## src/rtl/udp_tx_app_responder.sv

```systemverilog
// Frames one application payload per granted request into a UDP datagram (8-byte header + payload).
// Define UDP_TX_LEN_CHECK_EN to build the received-byte-count versus declared-length check on len_err.
module udp_tx_app_responder #(
  parameter logic [15:0] SRC_PORT = 16'd8080,
  parameter logic [15:0] DST_PORT = 16'd8080
) (
  input  logic        app_tx_clk,
  input  logic        reset,
  input  logic        app_tx_data_request,
  input  logic [7:0]  app_tx_data,
  input  logic        app_tx_data_valid,
  input  logic [15:0] udp_data_length,
  input  logic        ip_tx_ready,
  output logic        udp_tx_ready,
  output logic        app_tx_ack,
  output logic [7:0]  udp_tx_data,
  output logic        udp_tx_valid,
  output logic        udp_tx_sof,
  output logic        udp_tx_eof,
  output logic        len_err
);

  typedef enum logic [2:0] {IDLE, ACK, WAIT_DATA, HEADER, PAYLOAD, GAP} state_t;

  state_t      state_q, state_d;
  logic [3:0]  wait_cnt;
  logic [2:0]  hdr_cnt;
  logic        gap_cnt;
  logic [15:0] len_q, rx_cnt, tx_cnt;
  logic [7:0]  fifo_mem [16];
  logic [3:0]  wr_ptr, rd_ptr;
  logic [4:0]  fifo_cnt;
  logic        capture, timeout, fifo_wr, fifo_rd, pay_last;

  function automatic logic [7:0] hdr_byte(input logic [2:0] idx, input logic [15:0] len);
    logic [15:0] total;
    total = len + 16'd8;
    case (idx)
      3'd0:    hdr_byte = SRC_PORT[15:8];
      3'd1:    hdr_byte = SRC_PORT[7:0];
      3'd2:    hdr_byte = DST_PORT[15:8];
      3'd3:    hdr_byte = DST_PORT[7:0];
      3'd4:    hdr_byte = total[15:8];
      3'd5:    hdr_byte = total[7:0];
      default: hdr_byte = 8'h00;
    endcase
  endfunction

  assign capture  = (state_q == WAIT_DATA) && app_tx_data_valid;
  assign timeout  = (state_q == WAIT_DATA) && !app_tx_data_valid && (wait_cnt == 4'd15);
  assign fifo_rd  = (state_q == PAYLOAD) && (fifo_cnt != 5'd0);
  assign pay_last = fifo_rd && (tx_cnt == len_q - 16'd1);
  // Bytes past the declared length never enter the FIFO, so nothing is left over for the next datagram.
  assign fifo_wr  = capture ? (udp_data_length != 16'd0)
                            : ((state_q == HEADER || state_q == PAYLOAD) &&
                               app_tx_data_valid && (rx_cnt < len_q));

  assign udp_tx_ready = (state_q == IDLE) && ip_tx_ready && !reset;
  assign app_tx_ack   = (state_q == ACK);

  always_ff @(posedge app_tx_clk or posedge reset) begin
    if (reset) state_q <= IDLE;
    else       state_q <= state_d;
  end

  always_comb begin
    // NOTE: assigning the default first keeps every path driven, so no latch is inferred.
    state_d = state_q;
    case (state_q)
      IDLE:      if (app_tx_data_request && ip_tx_ready) state_d = ACK;
      ACK:       state_d = WAIT_DATA;
      WAIT_DATA: if (capture) state_d = HEADER;
                 else if (timeout) state_d = IDLE;
      HEADER:    if (hdr_cnt == 3'd7) state_d = (len_q == 16'd0) ? GAP : PAYLOAD;
      PAYLOAD:   if (pay_last) state_d = GAP;
      GAP:       if (gap_cnt) state_d = IDLE;
      default:   state_d = IDLE;
    endcase
  end

  // NOTE: the payload store has no reset; wr_ptr/rd_ptr/fifo_cnt alone decide which entries are live.
  always_ff @(posedge app_tx_clk) begin
    if (fifo_wr) fifo_mem[wr_ptr] <= app_tx_data;
  end

  always_ff @(posedge app_tx_clk or posedge reset) begin
    if (reset) begin
      // NOTE: sequential state uses non-blocking assignments so every register samples pre-edge values.
      wait_cnt     <= 4'd0;
      hdr_cnt      <= 3'd0;
      gap_cnt      <= 1'b0;
      len_q        <= 16'd0;
      rx_cnt       <= 16'd0;
      tx_cnt       <= 16'd0;
      wr_ptr       <= 4'd0;
      rd_ptr       <= 4'd0;
      fifo_cnt     <= 5'd0;
      udp_tx_data  <= 8'h00;
      udp_tx_valid <= 1'b0;
      udp_tx_sof   <= 1'b0;
      udp_tx_eof   <= 1'b0;
    end else begin
      udp_tx_data  <= 8'h00;
      udp_tx_valid <= 1'b0;
      udp_tx_sof   <= 1'b0;
      udp_tx_eof   <= 1'b0;
      wait_cnt     <= (state_q == WAIT_DATA) ? wait_cnt + 4'd1 : 4'd0;
      gap_cnt      <= (state_q == GAP) ? ~gap_cnt : 1'b0;

      // Header byte 0 leaves on the capture edge so the header starts the very next cycle.
      if (capture) begin
        len_q        <= udp_data_length;
        rx_cnt       <= {15'd0, fifo_wr};
        tx_cnt       <= 16'd0;
        hdr_cnt      <= 3'd1;
        udp_tx_data  <= hdr_byte(3'd0, udp_data_length);
        udp_tx_valid <= 1'b1;
        udp_tx_sof   <= 1'b1;
      end else if (fifo_wr) begin
        rx_cnt <= rx_cnt + 16'd1;
      end

      if (state_q == HEADER) begin
        hdr_cnt      <= hdr_cnt + 3'd1;
        udp_tx_data  <= hdr_byte(hdr_cnt, len_q);
        udp_tx_valid <= 1'b1;
        udp_tx_eof   <= (hdr_cnt == 3'd7) && (len_q == 16'd0);
      end

      if (fifo_rd) begin
        udp_tx_data  <= fifo_mem[rd_ptr];
        udp_tx_valid <= 1'b1;
        udp_tx_eof   <= pay_last;
        tx_cnt       <= tx_cnt + 16'd1;
        rd_ptr       <= rd_ptr + 4'd1;
      end

      if (fifo_wr) wr_ptr <= wr_ptr + 4'd1;
      fifo_cnt <= fifo_cnt + 5'(fifo_wr) - 5'(fifo_rd);
    end
  end

`ifdef UDP_TX_LEN_CHECK_EN
  logic        chk_active;
  logic [15:0] vld_cnt;
  logic        len_err_q;

  // Counts the burst that began at capture; compares when app_tx_data_valid first drops.
  always_ff @(posedge app_tx_clk or posedge reset) begin
    if (reset) begin
      chk_active <= 1'b0;
      vld_cnt    <= 16'd0;
      len_err_q  <= 1'b0;
    end else begin
      len_err_q <= timeout;
      if (capture) begin
        chk_active <= 1'b1;
        vld_cnt    <= 16'd1;
      end else if (chk_active) begin
        if (app_tx_data_valid) begin
          vld_cnt <= vld_cnt + 16'd1;
        end else begin
          chk_active <= 1'b0;
          len_err_q  <= (vld_cnt != len_q);
        end
      end
    end
  end

  assign len_err = len_err_q;
`else
  assign len_err = 1'b0;
`endif

endmodule
```

## config.mk

```make
export PLATFORM = sky130hd
export DESIGN_NAME = udp_tx_app_responder
export DESIGN_NICKNAME = d
export VERILOG_FILES = /design/src/rtl/udp_tx_app_responder.sv
export SDC_FILE = /design/constraint.sdc
export NUM_CORES = 1
export LEC_CHECK = 0
export ABC_AREA = 1
export BUFFER_PORTS_ARGS = -buffer_cell sky130_fd_sc_hd__buf_2
export CORE_MARGIN = 4
export CORE_UTILIZATION = 43
export CTS_CLUSTER_DIAMETER = 60
export DETAILED_ROUTE_END_ITERATION = 10
export GPL_ROUTABILITY_DRIVEN = 0
export PLACE_DENSITY = 0.61
export SLEW_MARGIN = 20
export SYNTH_ARGS = -nofsm -noshare
export SYNTH_HDL_FRONTEND = slang
export SYNTH_SLANG_ARGS = --single-unit
```

## constraint.sdc

```tcl
create_clock -name app_tx_clk -period 3.1 [get_ports app_tx_clk]
set_input_delay 0.465 -clock app_tx_clk [delete_from_list [all_inputs] [get_ports app_tx_clk]]
set_output_delay 0.465 -clock app_tx_clk [all_outputs]
set_load 0.02 [all_outputs]
```

* After elaboration in Yosys (flattened, before gate mapping)
Memory sizes are Yosys's and may differ from the RTL's. Cells that the tools add are included.
Storage, ports and cells: bits of input ports 29, memories 1, logic and storage cells 98, flip-flop bits (word level) 83, bits in writable memories 128
Memory list:
- fifo_mem | depth 16, bits a word 8, read ports 1, clocked after Yosys merged registers in 0, wr ports 1, RTL line 30 | logic [7:0] fifo_mem [16];
Operators by class: multiplexer cells 28, bitwise operators 1, reductions and logical operators 25, eq/ne operators 18, magnitude comparators 1, $add $sub $neg 10
Operators by type and width (number):
- two-way mux 16 bit | 4
- adder 16 x 1 -> 16 bit (second input constant) | 2
- one-hot mux 8 bit (4 select lines) | 1
- two-way mux 3 bit | 8
- one-hot mux 3 bit (6 select lines) | 1
- adder 16 x 4 -> 16 bit (second input constant) | 1
- == test 16 bit | 1
- logical NOT 16 bit | 1
- < comparator 16 bit | 1
- two-way mux 8 bit | 2
- nonzero test 16 bit | 1
- subtractor 16 x 1 -> 16 bit (second input constant) | 1
- == test 3 bit (second input constant) | 5
- adder 4 x 1 -> 4 bit (second input constant) | 3
- == test 3 x 2 -> 1 bit (second input constant) | 4
- logical AND 1 bit | 11
- two-way mux 1 bit | 10
- == test 3 x 1 -> 1 bit (second input constant) | 2
- logical NOT 3 bit | 2
- nonzero test 2 bit | 3
- adder 5 x 1 -> 5 bit | 1
- two-way mux 5 bit | 1
- AND reduction 5 bit | 1
- nonzero test 5 bit | 1
- other kinds (11) | 15

* Logic depth before layout (Yosys ltp)
depth after elaboration 7, depth in mapped cells 19, gate-level depth less buffers 17

* Worst setup path before layout
No wires, ideal clock.
path type input to output, start point input reset, end point output udp_tx_ready, buffers on the path 0, setup slack -37 ps, data required time 2635 ps, stages on the path 3, arrival time 2672 ps, path through inv_1 nand2_1 nor2_1
On the way: cells in the longest elaborated chain, start to end 2
RTL lines:
- start: declaration | RTL line 8 | input logic reset,
- logical NOT 1 bit (no source line)
- logical AND 1 bit | RTL line 58 | assign udp_tx_ready = (state_q == IDLE) && ip_tx_ready && !reset;
- end: declaration | RTL line 14 | output logic udp_tx_ready,
No other way between the ends.

* Worst setup path after layout
start point register len_q[1], end point register fifo_cnt[4]
On the way: cells in the longest elaborated chain, start to end 5
RTL lines:
- start: declaration | RTL line 29 | logic [15:0] len_q, rx_cnt, tx_cnt;
- start signal: assignment | RTL line 112 | len_q <= udp_data_length;
- < comparator 16 bit | RTL line 56 | app_tx_data_valid && (rx_cnt < len_q));
- logical AND 1 bit | RTL line 56
- two-way mux 1 bit | RTL line 54 | assign fifo_wr = capture ? (udp_data_length != 16'd0)
- adder 5 x 1 -> 5 bit | RTL line 139 | fifo_cnt <= fifo_cnt + 5'(fifo_wr) - 5'(fifo_rd);
- subtractor 5 x 1 -> 5 bit | RTL line 139
- end signal: assignment | RTL line 139
- end: declaration | RTL line 32 | logic [4:0] fifo_cnt;
No other way between the ends. A chain may end at the register's enable or synchronous reset.

==> run summary <==
Worst Reg-to-Reg Cells = 17
worst clock skew = 0.0263 ns
most common cell in the netlist = nand2_1
Worst-path clk slew = 0.06 ns
Least-Margin Pin Slew = 1.01 ns
period utilization = 91.2%
Core Region = 24,400 µm²
row count = 57
Clock Power Share = 26.0%
crit path DAT = 3.29 ns
fill count = 2,293
GRT overflow = 0
Setup TNS = 0 ns
Max clock buf depth = 3
total nets after synthesis = 1,182
Wirelength per Cell = 17.5 µm
setup violators final = 0
Max Freq = 354 MHz
post_cts resized = 0
# nets final = 1,267
post-route cell area = 12,400 µm²
internal power = 6.84 mW
Post-Syn Instances = 1,113
CTS H-tree depth = 1
synth-to-layout area growth = 16.2%
Worst Setup End Kind = flip-flop
WS Path Type = flip-flop to flip-flop
vias in the first global route = 7,794
Post-DP Area = 11,600 µm²
Post-synth ARST share = 39.3%
CTS Root Cell = clkbuf_16
Avg Cell Area, Syn = 9.61 µm²
Cell Pwr Density = 917 nW/µm²
initial antenna violation count = 0
Yosys Warn Count = 0
DRC errors left = 0
critical path fanouts, max = 5
Clk Latency, worst-skew pair = 0.54 ns
EDFF count, synth = 128
PortBufs = 41
first drt pass iteration count = 5
area of the mapped netlist = 10,700 µm²
CTS sink count = 211
Top FF cell, synth = edfxtp_1
unrepaired setup endpoints after global routing = no
power share of the sequential group = 35.1%
Cell Count Post-Placement = 1,494
Die Area = 27,500 µm²
outcome = finished, final reports clean
# diodes = 0
Net Sw Frac = 39.9%
Leak = 5.17 nW
Die W = 166 µm
Synth cell types = 45
Initial Utilization = 43.8%
DRT iter0 DRCs = 702
HP Class = primary input to async pin
hpwl dp = 18,600 µm
largest net degree at the start of global routing = 84
Synth Register Bits = 211
most frequent cells after synthesis = nand2_1 (197), nor2_1 (142), edfxtp_1 (128), inv_1 (94), o21ai_0 (94)
Register-to-Register Setup Slack = 0.27 ns
final hold viol count = 0
slew margin rel. = 32.5%
number of max-cap violations = 0
drt via density = 5.33
CTS tree = yes
Max Transition Viols Final = 0
sequential fraction of the synthesis area = 55.4%
clock period minus worst slack = 2.83 ns
reg2reg start = len_q[1]
crit start category = flip-flop
post-route insts no fill = 1,541
post-synth top area share = 35.9%
switching pwr = 4.55 mW
Via Count = 8,207
Die H = 166 µm
total track usage = 19.2%
hold buffers post-CTS = 0
worst endpoint required time = 3.56 ns
Comb pwr share = 38.9%
area leader, netlist = edfxtp_1
first-pass GRT wire length = 43,100 µm
ANT nets after route = 0
TritonCTS buffer count = 26
peak supply drop = 513 µV
top cells by area, synth = edfxtp_1 (36%), dfrtp_1 (19%), nand2_1 (6.9%)
IO Pins = 43
post-CTS setup buffers = 0
share of post-route cells with drive strength above 1 = 13.6%
Reg-to-Reg End = fifo_cnt[4]
Routed WL = 27,000 µm
==> worst max path at each step <==
stage | start | end | slack, ns
finish | len_q[1] | fifo_cnt[4] | 0.27
global route | len_q[11] | fifo_cnt[4] | 0.05
CTS | len_q[1] | fifo_cnt[4] | 0.19
detailed placement | len_q[1] | fifo_cnt[4] | 0.19
global placement | len_q[15] | fifo_cnt[4] | 0.27
floorplan | len_q[9] | fifo_cnt[4] | 0.08
==> per-stage QoR <==
| stage | hold WS (ns) | power, mW | worst slack, ns | utilization (%) |
|---|---|---|---|---|
| 3_5_place_dp | 0.440 | 8.43 | 0.190 | 47.4 |
| 2_1_floorplan | 0.415 | 6.99 | 0.0835 | - |
| 4_1_cts | 0.155 | 11.4 | 0.187 | 50.9 |
| 3_3_place_gp | 0.436 | 8.37 | 0.273 | 47.4 |
| 5_1_grt | 0.184 | 12.2 | 0.0465 | 51.0 |
| 6_report | 0.146 | 11.4 | 0.273 | 51.0 |
==> layout make-up <==
type | count | area (µm²) | area share (%)
Clock buffer | 34 | 691 | 5.56
Clock inverter | 13 | 164 | 1.32
Inverter | 104 | 394 | 3.17
Multi-Input combinational cell | 757 | 4190 | 33.7
Sequential cell | 211 | 5920 | 47.7
Tap cell | 324 | 405 | 3.26
Timing Repair Buffer | 98 | 658 | 5.29
==> critical path, stage by stage (launching register included) <==
cell     delay (ns)
dfrtp_1        0.39
inv_1          0.17
ha_1           0.26
o21ai_1        0.08
nand2_1        0.07
nand3_1        0.08
a21oi_1        0.07
o21ai_1        0.12
nand3_1        0.14
nand2_2        0.12
inv_2          0.06
ha_1           0.28
inv_1          0.05
ha_1           0.15
inv_1          0.06
fa_2           0.36
o21ai_2        0.16
xor2_1         0.15
==> power groups by stage <==
| stage | Clock, mW | Sequential, mW | Combinational, mW |
|---|---|---|---|
| after detailed placement | 0 | 4.04 | 4.39 |
| after global routing | 3.15 | 4.08 | 5.00 |
| after floorplan | 0 | 3.90 | 3.09 |
| after CTS | 3.03 | 3.99 | 4.42 |
| after global placement | 0 | 4.03 | 4.34 |
| final | 2.96 | 4.00 | 4.43 |
==> per-layer routing <==
layer  share of wire (%)  vias up  global-route usage (%)
met2                  47      231                    31.5
met5                   0        -                       0
met3                 5.9       48                    3.24
met4                 2.5        0                    4.81
met1                  45     3927                    26.7
li1                    -     4001                       -
==> placed cells by master, fill, tap and decap left out, types with 7 or more instances in the layout <==
cell type  count
clkinv_1       8
o22ai_1        7
nand4_1       11
o32ai_1       11
dfrtp_1       80
a21oi_1       30
nor4_1         8
nor2_1       141
xnor2_1        8
inv_1         93
nand2_1      196
xor2_1        29
clkbuf_1       7
nor2_2         7
o211ai_1      15
o21ai_0       93
nor3_1        21
buf_4         55
o221ai_1      13
nand3_1       77
edfxtp_1     128
clkbuf_16     26
buf_2         41
ha_1          39
mux2i_1       17
==> cell families after synthesis <==
family	Yosys count	share of synthesized area, %
AO/OA/AOI/OAI	184	10.1
adder cells (fa/ha/maj)	40	4.75
multiplexers	17	1.59
buffers and inverters	145	5.55
AND/OR/NAND/NOR	477	19.4
flip-flops	211	55.4
other	1	0.0351
XOR/XNOR	38	3.24
==> flip-flops by register name (all words and copies together) (netlist names), 4 cells and up <==
name         cells
fifo_cnt         5
fifo_mem       128
len_q           16
rd_ptr           4
rx_cnt          16
tx_cnt          16
udp_tx_data      8
wait_cnt         4
wr_ptr           4
Note: power is estimated with default switching activity, not from simulation.
